<file path="src/rtl/pixel_plot_sink.sv">
// Pixel sink: buffers plot strobes, clips and linearises (x,y), writes the framebuffer, runs clear sweeps.
// Optional saturating plot/clip statistics outputs are built when PLOT_STATS_EN is defined.
module pixel_plot_sink #(
    parameter int H_RES      = 160,
    parameter int V_RES      = 120,
    parameter int FIFO_DEPTH = 8,
    parameter int ADDR_W     = 15
) (
    input  logic              clk,
    input  logic              rst,
    input  logic [7:0]        vga_x,
    input  logic [6:0]        vga_y,
    input  logic [2:0]        vga_colour,
    input  logic              vga_plot,
    input  logic              clear_start,
    input  logic [2:0]        clear_colour,
    input  logic              ovf_clr,
    output logic [ADDR_W-1:0] fb_addr,
    output logic [2:0]        fb_wdata,
    output logic              fb_we,
    input  logic              fb_ready,
    output logic              busy,
    output logic              clear_done,
`ifdef PLOT_STATS_EN
    output logic [15:0]       plot_cnt,
    output logic [15:0]       clip_cnt,
`endif
    output logic              overflow
);

    localparam int PTR_W = $clog2(FIFO_DEPTH);
    localparam logic [ADDR_W-1:0] LAST_ADDR = ADDR_W'(H_RES * V_RES - 1);
    localparam logic [PTR_W:0]    FULL_CNT  = (PTR_W + 1)'(FIFO_DEPTH);

    typedef enum logic [1:0] {S_IDLE, S_FLUSH, S_CLEAR, S_DONE} state_t;

    typedef struct packed {
        logic [ADDR_W-1:0] addr;
        logic [2:0]        colour;
    } pix_t;

    pix_t              r_mem [FIFO_DEPTH];
    logic [PTR_W-1:0]  r_wr_ptr;
    logic [PTR_W-1:0]  r_rd_ptr;
    logic [PTR_W:0]    r_count;
    state_t            r_state;
    state_t            w_next_state;
    logic [ADDR_W-1:0] r_clr_addr;
    logic [2:0]        r_clr_colour;
    logic              r_overflow;

    logic w_in_range, w_clip, w_empty, w_full, w_drain, w_pop, w_push, w_ovf_set;
    pix_t w_pix, w_head;

    assign w_in_range = vga_plot && ({24'd0, vga_x} < 32'(H_RES)) && ({25'd0, vga_y} < 32'(V_RES));
    assign w_clip     = vga_plot && !w_in_range;
    assign w_pix.addr   = ADDR_W'(vga_y) * ADDR_W'(H_RES) + ADDR_W'(vga_x);
    assign w_pix.colour = vga_colour;

    assign w_empty = (r_count == '0);
    assign w_full  = (r_count == FULL_CNT);
    assign w_head  = r_mem[r_rd_ptr];

    // A full FIFO still accepts a push when the head leaves in the same cycle.
    assign w_pop     = w_drain && !w_empty && fb_ready;
    assign w_push    = w_in_range && (!w_full || w_pop);
    assign w_ovf_set = w_in_range && w_full && !w_pop;

    assign busy     = (r_state != S_IDLE) || !w_empty;
    assign overflow = r_overflow;

    // NOTE: every always_comb output gets a default first so no path can infer a latch.
    always_comb begin
        w_next_state = r_state;
        w_drain      = 1'b0;
        fb_we        = 1'b0;
        fb_addr      = '0;
        fb_wdata     = '0;
        clear_done   = 1'b0;
        case (r_state)
            S_IDLE: begin
                w_drain = 1'b1;
                if (clear_start) w_next_state = S_FLUSH;
            end
            S_FLUSH: begin
                w_drain = 1'b1;
                if (w_empty) w_next_state = S_CLEAR;
            end
            S_CLEAR: begin
                fb_we    = 1'b1;
                fb_addr  = r_clr_addr;
                fb_wdata = r_clr_colour;
                if (fb_ready && (r_clr_addr == LAST_ADDR)) w_next_state = S_DONE;
            end
            S_DONE: begin
                clear_done   = 1'b1;
                w_next_state = S_IDLE;
            end
            default: w_next_state = S_IDLE;
        endcase
        if (w_drain && !w_empty) begin
            fb_we    = 1'b1;
            fb_addr  = w_head.addr;
            fb_wdata = w_head.colour;
        end
    end

    // NOTE: sequential state uses non-blocking assignments so all registers update from pre-edge values.
    always_ff @(posedge clk or posedge rst) begin
        if (rst) begin
            r_state      <= S_IDLE;
            r_wr_ptr     <= '0;
            r_rd_ptr     <= '0;
            r_count      <= '0;
            r_clr_addr   <= '0;
            r_clr_colour <= '0;
            r_overflow   <= 1'b0;
        end else begin
            r_state <= w_next_state;
            if (w_push) r_wr_ptr <= r_wr_ptr + 1'b1;
            if (w_pop)  r_rd_ptr <= r_rd_ptr + 1'b1;
            if (w_push && !w_pop)      r_count <= r_count + 1'b1;
            else if (!w_push && w_pop) r_count <= r_count - 1'b1;

            if (r_state == S_IDLE && clear_start) begin
                r_clr_colour <= clear_colour;
                r_clr_addr   <= '0;
            end else if (r_state == S_FLUSH) begin
                r_clr_addr <= '0;
            end else if (r_state == S_CLEAR && fb_ready) begin
                r_clr_addr <= r_clr_addr + 1'b1;
            end

            if (w_ovf_set)    r_overflow <= 1'b1;
            else if (ovf_clr) r_overflow <= 1'b0;
        end
    end

    // NOTE: the FIFO storage has no reset; the pointers and count alone decide which entries are valid.
    always_ff @(posedge clk) begin
        if (w_push) r_mem[r_wr_ptr] <= w_pix;
    end

`ifdef PLOT_STATS_EN
    logic [15:0] r_plot_cnt;
    logic [15:0] r_clip_cnt;

    always_ff @(posedge clk or posedge rst) begin
        if (rst) begin
            r_plot_cnt <= '0;
            r_clip_cnt <= '0;
        end else begin
            if (w_pop && (r_plot_cnt != 16'hFFFF))  r_plot_cnt <= r_plot_cnt + 16'd1;
            if (w_clip && (r_clip_cnt != 16'hFFFF)) r_clip_cnt <= r_clip_cnt + 16'd1;
        end
    end

    assign plot_cnt = r_plot_cnt;
    assign clip_cnt = r_clip_cnt;
`endif

endmodule

</file>
<file path="config.mk">
export PLATFORM = sky130hd
export DESIGN_NAME = pixel_plot_sink
export DESIGN_NICKNAME = d
export VERILOG_FILES = /design/src/rtl/pixel_plot_sink.sv
export SDC_FILE = /design/constraint.sdc
export NUM_CORES = 1
export LEC_CHECK = 0
export BUFFER_PORTS_ARGS = -buffer_cell sky130_fd_sc_hd__buf_2
export CAP_MARGIN = 15
export CORE_MARGIN = 4
export CORE_UTILIZATION = 54
export DETAILED_ROUTE_END_ITERATION = 16
export PLACE_DENSITY = 0.75
export SYNTH_ARGS = -nofsm -noshare
export SYNTH_HDL_FRONTEND = slang
export SYNTH_SLANG_ARGS = --single-unit
</file>
<file path="constraint.sdc">
create_clock -name clk -period 2.94 [get_ports clk]
set_input_delay 0.294 -clock clk [delete_from_list [all_inputs] [get_ports clk]]
set_output_delay 0.294 -clock clk [all_outputs]
set_load 0.005 [all_outputs]
</file>
==> flow_metrics.env, run 1 <==
export IMPL_h_tree_depth=4
export IMPL_final_cell_mix="edfxtp_1, buf_2, mux4_2"
export IMPL_crit_chain="or4_4, o211ai_2, a31oi_1, ha_1, inv_1, ha_1, a21o_1, a21oi_1, xnor2_1, nor2_1, xor2_1"
export IMPL_rsz0062_at_grt="false"
export IMPL_syn_cell_area_um2=7647
export IMPL_drc=0
export IMPL_ys_warnings_count=0
export IMPL_clkSlewWorstSetupHoldPaths_ns=0.07
export IMPL_min_path_type="input pin to async pin"
export IMPL_gp_congestion=0.8650
export IMPL_syn_nets=518
export IMPL_grt_max_degree=39
export IMPL_whs_ns=0.07326
export IMPL_worst_slew_pin_slew_ns=0.9363
export IMPL_rows=43
export IMPL_setup_ws_ns=0.09239
export IMPL_fin_util_pct=63.39
export IMPL_drt_iter0_markers=297
export IMPL_dpl_hpwl_um=9594
export IMPL_fmax_mhz=351.2
export IMPL_synth_top_cell_area_share_pct=56.54
export IMPL_synthToLayoutAreaGrowth_pct=15.05
export IMPL_drive_above_1_share_pct=26.56
export IMPL_yosysTopAreaCell="edfxtp_1"
export IMPL_ys_async_sr_fraction_pct=17.71
export IMPL_ys_types=42
export IMPL_grt_pass1_wl_um=24000
export IMPL_io_pins=49
export IMPL_clock_skew_ns=0.01031
export IMPL_die_w_um=127.0
export IMPL_overflow=0
export IMPL_cts_tree="built"
export IMPL_cts_buffers=17
export IMPL_power_leakage_nw=3.203
export IMPL_hold_viol_final=0
export IMPL_antenna_found_initial=0
export IMPL_critical_path_class="flip-flop to flip-flop"
export IMPL_critPathMaxStageDelay_ns=0.61
export IMPL_root_buffer="clkbuf_16"
export IMPL_dieArea_um2=16130
export IMPL_track_usage_pct=19.92
export IMPL_cp_data_required_time_ns=3.25
export IMPL_detail_route_antenna_nets=0
export IMPL_ctsLongestPathBuffers=2
export IMPL_max_vdd_ir_drop_mv=0.5196
export IMPL_slowest_stage="or4_4"
export IMPL_slew_viol_final=0
export IMPL_power_w=0.008175
export IMPL_yosysSeqAreaShare_pct=66.69
export IMPL_preCtsSetupSlack_ns=-0.06240
export IMPL_rr_startpoint="r_count[0]"
export IMPL_cp_arrival_ns=3.16
export IMPL_max_slew_margin_pct=37.51
export IMPL_synth_edf_count=144
export IMPL_reg2reg_slack_ns=0.09
export IMPL_drv_cap=0
export IMPL_port_buffers=48
export IMPL_rr_worst_depth=11
export IMPL_outcome="finished, final reports clean"
export IMPL_core_um2=13880
export IMPL_dr_pass1_iters=5
export IMPL_min_period_ns=2.848
export IMPL_fill_cells=997
export IMPL_crit_top_cell="ha_1"
export IMPL_synth_top_cells_by_area="edfxtp_1, mux4_2, dfrtp_1"
export IMPL_start_util_pct=55.09
export IMPL_nets=586
export IMPL_viasPerCell=5.810
export IMPL_setup_viol=0
export IMPL_ctsHoldBuffers=0
export IMPL_end_kind="flip-flop"
export IMPL_startpoint_type="flip-flop"
export IMPL_cp_max_fo=6
export IMPL_synth_seq_cells=175
export IMPL_p_per_area_nw_per_um2=929.1
export IMPL_clk_latency_ns=0.43
export IMPL_r2r_end="r_count[3]"
export IMPL_clock_sinks=175
export IMPL_mostFrequentLayoutCell="edfxtp_1"
export IMPL_wirelength_um=15110
export IMPL_syn_area_per_cell_um2=16.45
export IMPL_fp_dieH_um=127.0
export IMPL_diodes=0
export IMPL_vias=4218
export IMPL_wl_per_cell_um=20.81
export IMPL_grt_pass1_vias=4423
export IMPL_ys_flop_type="edfxtp_1"
export IMPL_period_share_pct=96.86
export IMPL_netlist_instances=465
[critical path, delay by kind of cell, from the launching register on]
family,cells,cell delay [ns]
AOI/OAI and AO/OA,4,0.71
and+or+nand+nor,2,0.67
adders and majority gates,2,0.49
DFF,1,0.45
xor gates and xnor gates,2,0.28
buffers and inverters,1,0.13
[registers in the layout, summed over array words and instances, names as in the netlist]
signal,flops
r_state,2
overflow,1
r_rd_ptr,3
r_count,4
r_wr_ptr,3
r_clr_addr,15
r_mem,144
r_clr_colour,3
[final cells by class]
cell class	instances	area (um2)	share of cell area, %
clock buffers	17	425.4	4.835
clock inverters	15	153.9	1.749
inverters	11	41.29	0.4693
multi-input cells	263	2459	27.94
flip-flops and latches	175	5101	57.98
well taps	180	225.2	2.560
repair buffers	65	392.9	4.465
[how the worst max path moves through the flow]
stage                          start      endpoint  slack (ns)
after floorplan           r_count[0]    r_count[3]        0.20
after global placement    r_count[0]    r_count[3]        0.19
final                     r_count[0]    r_count[3]        0.09
after global routing      r_count[0]    r_count[3]        0.03
after detailed placement    vga_y[1]  r_mem[4][17]       -0.06
after CTS                 r_count[0]    r_count[3]        0.02
[report_power, final]
| group | leakage (nW) | internal, W | switching, W |
|---|---|---|---|
| combinational | 1.22 | 0.00123 | 0.00149 |
| sequential | 1.70 | 0.00308 | 0.000199 |
| clock | 0.285 | 0.00120 | 0.000987 |
[cells by family (layout without fill, tap and decap cells)]
| logic type | after synthesis | in the layout | share of synthesized area, % |
|---|---|---|---|
| XOR/XNOR | 31 | 31 | 3.550 |
| flip-flops | 175 | 175 | 66.69 |
| AND/OR/NAND/NOR | 100 | 100 | 6.512 |
| AO/OA/AOI/OAI | 47 | 47 | 3.600 |
| buffers and inverters | 27 | 108 | 1.391 |
| multiplexers | 59 | 59 | 13.71 |
| adder cells (fa/ha/maj) | 26 | 26 | 4.549 |
[Yosys cell counts, drive strengths merged (3+ instances only)]
cell    number
edfxtp     144
mux4        36
dfrtp       31
nor2        29
o21ai       27
nand3       26
ha          23
mux2i       17
nand2       17
xnor2       17
xor2        14
clkbuf      12
inv         11
a21oi        6
mux2         6
nand2b       5
nor3         5
a211oi       4
and3         4
buf          4
fa           3
nand4        3
nor2b        3
[metal layers]
layer	track usage [%]	up-vias	share of wire, %
met5	0	-	0
met4	6.183	0	1.3
met3	5.686	15	6.9
met2	32.32	141	50
met1	26.46	2120	42
li1	-	1942	-
[what timing repair did]
action	4_1_cts	5_1_grt
gates resized for setup	0	1
setup endpoints to repair	0	1
setup buffers	0	0
[through the flow]
step                instance area [um2]  cells  setup TNS (ns)
finish                             8798    726               0
global placement                   8215    694               0
global route                       8798    726               0
CTS                                8795    726               0
floorplan                          7657    465               0
detailed placement                 8215    694         -0.4989
No activity file was read; power rests on OpenSTA's default activity.
==> inputs of run 2 (changes only) <==
--- a/config.mk
+++ b/config.mk
@@ -10,7 +10,7 @@
 export CORE_MARGIN = 4
 export CORE_UTILIZATION = 54
 export DETAILED_ROUTE_END_ITERATION = 16
-export PLACE_DENSITY = 0.75
+export PLACE_DENSITY = 0.8
 export SYNTH_ARGS = -nofsm -noshare
 export SYNTH_HDL_FRONTEND = slang
 export SYNTH_SLANG_ARGS = --single-unit
==> run 2 against run 1 <==
Final area grew 0.34%. Non-clock buffer count up 5. Global-route usage decreased by 0.25 points. Hold slack got worse by 0.0097 ns. Via count is 1.3% higher. Register-to-register slack better by 0.05 ns. Utilization rose by 0.22 points. Sequential share of layout area decreased by 0.17 points.
==> flow_metrics.env, run 2 (synthesized netlist as in run 1, its figures left out) <==
export IMPL_outcome="finished, final reports clean"
export IMPL_clkSlewWorstSetupHoldPaths_ns=0.06
export IMPL_cp_data_required_time_ns=3.25
export IMPL_internal_power_w=0.005591
export IMPL_min_path_type="input pin to flip-flop"
export IMPL_ctsLongestPathBuffers=2
export IMPL_cts_tree="built"
export IMPL_stdcell_count=729
export IMPL_synthToLayoutAreaGrowth_pct=15.45
export IMPL_setup_ws_ns=0.1388
export IMPL_max_vdd_ir_drop_mv=0.5713
export IMPL_cp_arrival_ns=3.11
export IMPL_start_util_pct=55.09
export IMPL_max_slew_margin_pct=48.42
export IMPL_crit_top_cell="ha_1"
export IMPL_p_sw_w=0.002607
export IMPL_p_per_area_nw_per_um2=928.5
export IMPL_viasPerCell=5.863
export IMPL_largest_reg_flops=144
export IMPL_critPathMaxStageDelay_ns=0.60
export IMPL_worst_slew_pin_slew_ns=0.7655
export IMPL_root_buffer="clkbuf_16"
export IMPL_antenna_found_initial=0
export IMPL_drive_above_1_share_pct=26.59
export IMPL_critical_path_class="flip-flop to flip-flop"
export IMPL_dr_pass1_iters=4
export IMPL_power_frac_comb_pct=33.1
export IMPL_end_kind="flip-flop"
export IMPL_vias=4274
export IMPL_dpl_hpwl_um=9452
export IMPL_top_register="r_mem"
export IMPL_clock_sinks=175
export IMPL_grt_pass1_vias=4360
export IMPL_grt_pass1_wl_um=23770
export IMPL_p_clk_share_pct=26.2
export IMPL_cp_max_fo=6
export IMPL_cp_num_buf_inv=1
export IMPL_hold_viol_final=0
export IMPL_cp_top_family="compound AO/OA/AOI/OAI gates"
export IMPL_drt_iter0_markers=405
export IMPL_overflow=0
export IMPL_final_cell_mix="edfxtp_1, buf_2, mux4_2"
export IMPL_fp_dieH_um=127.0
export IMPL_swShare_pct=31.80
export IMPL_slew_viol_final=0
export IMPL_startpoint_type="flip-flop"
export IMPL_top_regs="r_mem x144, r_clr_addr x15, r_count x4"
export IMPL_drc=0
export IMPL_crit_chain="or4_4, o211ai_2, a31oi_1, ha_1, inv_1, ha_1, a21o_1, a21oi_1, xnor2_1, nor2_1, xor2_1"
export IMPL_mostFrequentLayoutCell="edfxtp_1"
export IMPL_period_share_pct=95.28
export IMPL_port_buffers=48
export IMPL_detail_route_antenna_nets=0
export IMPL_min_period_ns=2.801
export IMPL_slowest_stage="or4_4"
export IMPL_cts_buffers=17
export IMPL_rows=43
export IMPL_seq_power_share_pct=40.7
export IMPL_dieArea_um2=16130
export IMPL_clock_skew_ns=0.005849
export IMPL_post_cts_buffers=0
export IMPL_preCtsSetupSlack_ns=-0.02072
export IMPL_h_tree_depth=4
export IMPL_die_w_um=127.0
export IMPL_power_leakage_nw=3.216
export IMPL_wl_per_cell_um=20.88
export IMPL_rsz0062_at_grt="false"
export IMPL_drv_cap=0
export IMPL_gp_congestion=0.8312
export IMPL_setup_viol=0
export IMPL_track_usage_pct=19.67
export IMPL_diodes=0
export IMPL_wirelength_um=15230
export IMPL_grt_max_degree=38
export IMPL_core_um2=13880
export IMPL_fmax_mhz=357.0
export IMPL_io_pins=49
export IMPL_power_w=0.008198
export IMPL_clk_latency_ns=0.42
export IMPL_nets=591
export IMPL_dp_cells=698
## run 2: layout make-up
cell class	instances	area (um2)
clock buffers	18	429.2
clock inverters	12	137.6
fillers	943	5052
inverters	11	41.29
multi-input cells	263	2459
flip-flops and latches	175	5104
well taps	180	225.2
repair buffers	70	432.9
## run 2: path summary, 6_finish.rpt
kind / start / end / slack (ns) / depth (start not counted)
max reg2reg: r_count[0] / r_count[3] / 0.14 / 11
max: r_count[0] / r_count[3] / 0.14 / 11
max in group asynchronous: rst / r_clr_addr[4] / 1.87 / 4
min: ovf_clr / overflow / 0.06 / 2
min in group asynchronous: rst / r_count[3] / 0.41 / 3
min reg2reg: r_clr_colour[1] / r_clr_colour[1] / 0.52 / 1
## run 2: through the flow
stage          util, %  hold WS, ns  setup TNS (ns)  area [um2]
2_1_floorplan        -       0.3929               0        7657
3_3_place_gp     59.40       0.3116               0        8245
3_5_place_dp     59.40       0.3287         -0.1651        8245
4_1_cts          63.56      0.05120               0        8822
5_1_grt          63.60      0.05793               0        8828
6_report         63.60      0.06351               0        8828
## run 2: what timing repair did
item,4_1_cts,5_1_grt
endpoints found under the setup margin,0,3
endpoints found under the hold margin,11,0
gates resized for setup,0,2
hold buffers,1,0
## run 2: power by group through the flow
stage | Combinational (W) | Clock (W) | Sequential, W
5_1_grt | 0.00295 | 0.00230 | 0.00338
2_1_floorplan | 0.00187 | 0 | 0.00324
6_report | 0.00272 | 0.00214 | 0.00334
3_5_place_dp | 0.00270 | 0 | 0.00338
3_3_place_gp | 0.00262 | 0 | 0.00335
4_1_cts | 0.00273 | 0.00218 | 0.00334
## run 2: per-layer routing
layer | global-route usage [%] | up-vias | wire length (um)
met5 | 0 | - | 0
met4 | 6.751 | 0 | 239
met3 | 5.100 | 21 | 1176
met2 | 32.13 | 160 | 7685
met1 | 25.99 | 2140 | 6124
li1 | - | 1953 | -
